File: src/rtl/fft_spectrum_bank_ctrl.sv
// Ping-pong bank controller: fills the back half of a 2xN_POINTS RAM from the FFT
// magnitude stream, swaps banks on vs rising, and sequences the display read address.
module fft_spectrum_bank_ctrl #(
  parameter int unsigned N_POINTS = 512,
  parameter int unsigned AW       = 9,
  parameter int unsigned DW       = 9
) (
  input  logic          clk,
  input  logic          rst,
  input  logic [DW-1:0] fft_data,
  input  logic          fft_valid,
  input  logic          fft_eop,
  input  logic          vs,
  input  logic          data_req,
  input  logic          fft_point_done,
  output logic          ram_wr_en,
  output logic [AW:0]   ram_wr_addr,
  output logic [DW-1:0] ram_wr_data,
  output logic [AW:0]   ram_rd_addr,
  output logic [AW-1:0] fft_point_cnt,
  output logic          front_bank,
  output logic          swap_pulse,
  output logic          frame_drop,
  output logic          frame_err
);

  localparam logic [AW-1:0] LAST = AW'(N_POINTS - 1);

  typedef enum logic [1:0] {
    W_IDLE,
    W_FILL,
    W_DROP
  } wstate_t;

  wstate_t       state, state_nxt;
  logic [AW-1:0] wr_cnt;
  logic          wr_full;
  logic [AW-1:0] rd_cnt;
  logic          ready;
  logic          vs_d;

  logic          wr_go;
  logic          frame_ok;
  logic          frame_bad;
  logic          drop_go;
  logic          swap;

  assign swap          = vs & ~vs_d & ready;
  assign ram_rd_addr   = {front_bank, rd_cnt};
  assign fft_point_cnt = rd_cnt;

  always_ff @(posedge clk or posedge rst) begin
    if (rst) begin
      state <= W_IDLE;
    end else begin
      state <= state_nxt;
    end
  end

  // A first sample that also carries eop is judged in W_IDLE exactly as an eop
  // in W_FILL would be; wr_cnt is always 0 here, so the length test still holds.
  always_comb begin
    state_nxt = state;
    wr_go     = 1'b0;
    frame_ok  = 1'b0;
    frame_bad = 1'b0;
    drop_go   = 1'b0;
    unique case (state)
      W_IDLE: begin
        if (fft_valid) begin
          if (ready) begin
            if (fft_eop) begin
              drop_go = 1'b1;
            end else begin
              state_nxt = W_DROP;
            end
          end else begin
            wr_go = 1'b1;
            if (fft_eop) begin
              if (wr_cnt == LAST) begin
                frame_ok = 1'b1;
              end else begin
                frame_bad = 1'b1;
              end
            end else begin
              state_nxt = W_FILL;
            end
          end
        end
      end
      W_FILL: begin
        if (fft_valid) begin
          wr_go = ~wr_full;
          if (fft_eop) begin
            state_nxt = W_IDLE;
            if (!wr_full && (wr_cnt == LAST)) begin
              frame_ok = 1'b1;
            end else begin
              frame_bad = 1'b1;
            end
          end
        end
      end
      W_DROP: begin
        if (fft_valid && fft_eop) begin
          drop_go   = 1'b1;
          state_nxt = W_IDLE;
        end
      end
      default: state_nxt = W_IDLE;
    endcase
  end

  // wr_full marks that offset N_POINTS-1 has been written, so overlong frames
  // stop writing instead of wrapping back over the start of the bank.
  always_ff @(posedge clk or posedge rst) begin
    if (rst) begin
      wr_cnt      <= '0;
      wr_full     <= 1'b0;
      ram_wr_en   <= 1'b0;
      ram_wr_addr <= {1'b1, {AW{1'b0}}};
      ram_wr_data <= '0;
    end else begin
      ram_wr_en <= wr_go;
      if (wr_go) begin
        ram_wr_addr <= {~front_bank, wr_cnt};
        ram_wr_data <= fft_data;
      end
      if (frame_ok || frame_bad) begin
        wr_cnt  <= '0;
        wr_full <= 1'b0;
      end else if (wr_go) begin
        if (wr_cnt == LAST) begin
          wr_full <= 1'b1;
        end else begin
          wr_cnt <= wr_cnt + 1'b1;
        end
      end
    end
  end

  // ready is sampled by swap before this edge's update, so a frame completing
  // on the vs_rise cycle waits for the following frame sync.
  always_ff @(posedge clk or posedge rst) begin
    if (rst) begin
      ready      <= 1'b0;
      vs_d       <= 1'b0;
      front_bank <= 1'b0;
      swap_pulse <= 1'b0;
      frame_drop <= 1'b0;
      frame_err  <= 1'b0;
    end else begin
      vs_d       <= vs;
      swap_pulse <= swap;
      frame_drop <= drop_go;
      frame_err  <= frame_bad;
      if (frame_ok) begin
        ready <= 1'b1;
      end else if (swap) begin
        ready <= 1'b0;
      end
      if (swap) begin
        front_bank <= ~front_bank;
      end
    end
  end

  always_ff @(posedge clk or posedge rst) begin
    if (rst) begin
      rd_cnt <= '0;
    end else if (swap || fft_point_done) begin
      rd_cnt <= '0;
    end else if (data_req) begin
      rd_cnt <= (rd_cnt == LAST) ? '0 : rd_cnt + 1'b1;
    end
  end

endmodule

File: config.mk
export PLATFORM = sky130hd
export DESIGN_NAME = fft_spectrum_bank_ctrl
export DESIGN_NICKNAME = d
export VERILOG_FILES = /design/src/rtl/fft_spectrum_bank_ctrl.sv
export SDC_FILE = /design/constraint.sdc
export NUM_CORES = 1
export LEC_CHECK = 0
export ABC_AREA = 1
export CAP_MARGIN = 20
export CORE_AREA = 2 2 72 74
export DETAILED_ROUTE_END_ITERATION = 8
export DIE_AREA = 0 0 74 76
export PLACE_DENSITY = 0.73
export SKIP_CTS_REPAIR_TIMING = 1
export SYNTH_ARGS = -nofsm -noshare
export SYNTH_HDL_FRONTEND = slang
export SYNTH_SLANG_ARGS = --single-unit
File: constraint.sdc
create_clock -name clk -period 1.8 [get_ports clk]
set_input_delay 0.18 -clock clk [delete_from_list [all_inputs] [get_ports clk]]
set_output_delay 0.18 -clock clk [all_outputs]
set_load 0.05 [all_outputs]
[Word level (Yosys, flattened, before mapping)]
Index checks and enable logic that the tools add are counted.
Cells by class
  add/sub/neg operators: 2
  $mul: 0
  div/mod/pow operators: 0
  magnitude comparators: 0
  eq/ne operators: 10
  shifts and indexed selects: 0
  muxes and demuxes: 44
  bitwise logic cells: 5
  reduce and logical (&&, ||, !) cells: 13
Operator list (number)
  2-to-1 mux 9 bit: 6
  2-to-1 mux 1 bit: 26
  adder 9 x 1 -> 9 bit (second input constant): 2
  equality test 9 bit (second input constant): 2
  2-to-1 mux 2 bit: 7
  != test 2 bit (second input constant): 5
  case mux 1 bit (2 select lines): 4
  nonzero test 2 bit: 4
  case mux 2 bit (3 select lines): 1
  AND reduction 5 bit: 1
  AND reduction 2 bit: 2
  inverter 1 bit: 3
  AND 1 bit: 2
  equality test 2 x 1 -> 1 bit (second input constant): 1
  equality test 2 bit (second input constant): 1
  logical AND 1 bit: 2
  zero test 2 bit: 1
  logical OR 1 bit: 2
  != test 2 x 1 -> 1 bit (second input constant): 1
  zero test 1 bit: 1
Storage, ports and cells
  register bits after elaboration: 47
  bits in latches: 0
  bits in writable memories: 0
  memory bits (read-only): 0
  output and inout bits: 43
  logic and storage cells: 87
  memories: 0

[Logic depth before layout (Yosys ltp)]
  depth in word-level cells: 9
  mapped depth: 11
  gate-level depth less buffers: 11

[Worst setup path before layout]
OpenSTA, ideal clock, no wires.
  kind: register to register
  from: register rd_cnt[1], in the netlist fft_point_cnt[1]
  to: register rd_cnt[7], in the netlist fft_point_cnt[7]
  setup time: 0.113 ns
  arrival time: 1.800 ns
  path slack: -0.112 ns
  stages on the path, launching flop included: 12
  buffers on the path: 0
  clock period less this slack: 1.912 ns
  cells stage by stage: dfrtp_1 > ha_1 > nand2_1 > nor2_1 > nand2_1 > nor2_1 > ha_1 > nor2_2 > nand2_1 > nand3_1 > nand2_1 > inv_1
Between the ends
  cells in the longest elaborated chain, start to end: 4
  elaborated cells on any way between the ends: 5
  classes of those cells: add/sub: 1; eq/ne: 1; mux: 3
RTL lines
  start, declared: RTL line 38  | logic [AW-1:0] rd_cnt;
  start signal, assigned: RTL line 174  | rd_cnt <= (rd_cnt == LAST) ? '0 : rd_cnt + 1'b1;
  adder 9 x 1 -> 9 bit or equality test 9 bit (tied branches): RTL line 174
  2-to-1 mux 9 bit (*): RTL line 174
  2-to-1 mux 9 bit (*): RTL line 173  | end else if (data_req) begin
  2-to-1 mux 9 bit (*): RTL line 171  | end else if (swap || fft_point_done) begin
Every way passes the cells marked *; elsewhere a longest branch is shown, timed or not. The select of a mux whose other input is x is not followed.
A chain may end at the register's enable or synchronous reset.

[Worst setup path after layout]
  from: register rd_cnt[5], in the netlist fft_point_cnt[5]
  to: output ram_rd_addr[5]
RTL lines
  end, declared: RTL line 19  | output logic [AW:0] ram_rd_addr,
No word-level cell between the ends.

==> run_results.csv <==
group,metric,value,unit
run_status,status,"finished clean",
final_layout,fin_area,3060,µm²
placed_design,post_dp_cell_area,2860,µm²
sta,setup_viol,0,
clock_network,cts_tree,"done",
clock_network,cts-htree-levels,2,
power_and_ir_drop,swShare,0.400,
worst_setup_path,start_kind,"flop",
final_layout,nNetsFinal,349,
global_routing,grt_pass1_wl,7500,µm
synth,yosys-top-cells-area,"dfrtp_1, nand2_1, inv_1",
global_routing,grt_max_degree,35,
sta,max_clock_freq,574,MHz
power_and_ir_drop,intPower,2.12,mW
synth,syn_inst,264,
worst_setup_path,cp_slowest_cell,"clkdlybuf4s50_1",
power_and_ir_drop,clkPwrFrac,0.191,
worst_setup_path,rrSetupSlack,0.12,ns
final_layout,antenna_cells,0,
worst_setup_path,crit_arrival,1.56,ns
synth,synth_top_area_share,0.516,
routing,routed-wl-met3,350,µm
global_routing,antenna_found_initial,0,
placed_design,dp_slack,-0.0337,ns
die,fp.dieW,74,µm
power_and_ir_drop,pwr-share-seq,0.394,
die,fp.dieArea,5620,µm²
power_and_ir_drop,ir_drop,0.864,mV
synth,syn_area,2230,µm²
sta,period_share,0.967,
routing,drtAntennaViolNets,0,
power_and_ir_drop,p_sw,1.42,mW
sta,fin_skew,0.00418,ns
run,cap_violations,0,
clock_network,cts_buffers,5,
synth,synthFlopType,"dfrtp_1",
worst_setup_path,r2r-start,"wr_cnt[0]",
sta,setup_slack,0.0590,ns
worst_setup_path,crit_chain,"clkdlybuf4s50_1",
die,die_y,76,µm
global_routing,globalRoute.totalOverflow,0,
synth,syn-num-nets,284,
global_routing,grt_util_all_layers,0.168,
routing,wl,4780,µm
die,start_util,0.454,
synth,synth_top_area_cell,"dfrtp_1",
worst_hold_path,hold_path_class,"in2async",
global_routing,grt_pass1_vias,1685,
worst_setup_path,cp_max_fo,6,
final_layout,drive_above_1_share,0.148,
worst_setup_path,r2r_cells,8,
clock_network,clk_transition_reported_paths,0.08,ns
routing,wl_met1,2110,µm
synth,yosysUniqueCellTypes,28,
routing,drc_errors,0,
power_and_ir_drop,comb_power_share,0.416,
worst_setup_path,critPathCaptureType,"output pin",
clock_network,insertion_delay,0.29,ns
routing,wl_per_cell,11.9,µm
die,core_area,4910,µm²
placed_design,hpwl,3430,µm
worst_setup_path,regToRegEndpoint,"wr_cnt[8]",
routing,drt-initial-drc-count,70,
routing,via_per_inst,4.81,
synth,synth-edff-count,0,
worst_setup_path,path_class,"reg2out",
clock_network,cts_sinks,47,
placed_design,io_buffers,58,
sta,relSlewSlack,0.650,
placed_design,gp_congestion,0.831,
synth,yosys_warnings,0,
clock_network,cts_buffer_depth,2,
synth,synth.avg_cell_area,8.45,µm²
synth,ys_seq_elements,47,
clock_network,clockRootBuffer,"clkbuf_8",
routing,highest_layer,"met4",
synth,yosysSeqAreaShare,0.528,
power_and_ir_drop,leakage,1.52,nW
power_and_ir_drop,p_total,3.53,mW
routing,first_pass_iters,5,
final_layout,nFillCells,418,
worst_setup_path,path_buf_inv,1,
final_layout,syn2layout_area_growth,37.1,%
sta,tightest_slew,0.525,ns
worst_setup_path,max_stage_delay,0.83,ns
synth,synthTopCellsByCount,"nand2_1, dfrtp_1, inv_1, nor2_1, o21ai_0",
sta,period_minus_slack,1.74,ns
routing,wl_met2,2270,µm
worst_setup_path,worstPathRequired,1.62,ns
synth,yosys.cell_count.top_type,"nand2_1",
die,io_pins,59,
sta,drv_slew,0,
synth,async_flop_share,1.00,
die,num_rows,26,
power_and_ir_drop,p_per_area,1160,nW/µm²
sta,final_hold_viol_count,0,
worst_setup_path,crit_family,"buffers and inverters",
routing,vias,1923,
==> flip-flops by register name (all words and copies together) (netlist names), 2 cells and up <==
register	cells
fft_point_cnt	9
ram_wr_addr	10
ram_wr_data	9
state	2
wr_cnt	9
==> cells in the final DEF (no fill, tap or decap), drive strengths merged <==
cell type / netlist / routed
a21oi: 9 / 9
and3: 1 / 1
buf: 15 / 17
clkbuf: 1 / 8
clkdlybuf4s50: 0 / 52
dfrtp: 46 / 46
dfstp: 1 / 1
dlymetal6s2s: 0 / 5
ha: 4 / 4
inv: 31 / 31
nand2: 88 / 88
nand3: 15 / 15
nand4: 6 / 6
nor2: 21 / 21
nor3: 2 / 2
nor4: 1 / 1
o21a: 2 / 2
o21ai: 16 / 16
o32ai: 2 / 2
or2: 1 / 1
xnor2: 1 / 1
xor2: 1 / 1
==> stage by stage <==
step                cells  TNS, ns  hold slack (ns)  utilization
floorplan             264        0            0.211            -
global placement      385        0            0.462        0.581
detailed placement    385  -0.0487            0.464        0.581
CTS                   393  -0.0838            0.147        0.602
global route          400   -0.135            0.163        0.622
finish                400        0            0.146        0.622
==> per-layer routing <==
layer / vias to the layer above / global-route usage
li1: 955 / -
met5: - / 0
met3: 5 / 0.0489
met2: 74 / 0.279
met4: 0 / 0.0455
met1: 889 / 0.213
==> final cells by class <==
type                       instances  area [µm²]  area share
multi-input combinational        170         847       0.277
inverter                          31         119      0.0389
timing repair buffer              74         723       0.237
sequential                        47        1180       0.386
clock buffer                       8         100      0.0327
tap                               70        87.6      0.0287
==> how the worst max path moves through the flow <==
stage	slack, ns	from	endpoint	cells after the start
finish	0.06	fft_point_cnt[5]	ram_rd_addr[5]	1
global route	-0.03	wr_cnt[0]	wr_cnt[2]	10
CTS	-0.05	fft_point_cnt[0]	fft_point_cnt[6]	11
detailed placement	-0.03	fft_point_cnt[0]	fft_point_cnt[6]	11
global placement	0.06	fft_point_cnt[0]	fft_point_cnt[7]	11
floorplan	0.05	fft_point_cnt[0]	fft_point_cnt[6]	11
==> cells by family after synthesis <==
logic type,Yosys count,share of synthesized area
simple gates,135,0.263
xor+xnor,2,0.00786
flops,47,0.528
compound gates,29,0.0707
buf+inv,47,0.108
fa+ha+maj,4,0.0224
==> power by group through the flow <==
stage / Clock [mW] / Sequential [mW] / Combinational (mW)
after floorplan: 0 / 1.88 / 0.483
after global placement: 0 / 1.40 / 1.39
after detailed placement: 0 / 1.40 / 1.41
after CTS: 0.703 / 1.39 / 1.41
after global routing: 0.748 / 1.42 / 1.57
final: 0.674 / 1.39 / 1.47
No activity file was read; power rests on OpenSTA's default activity.
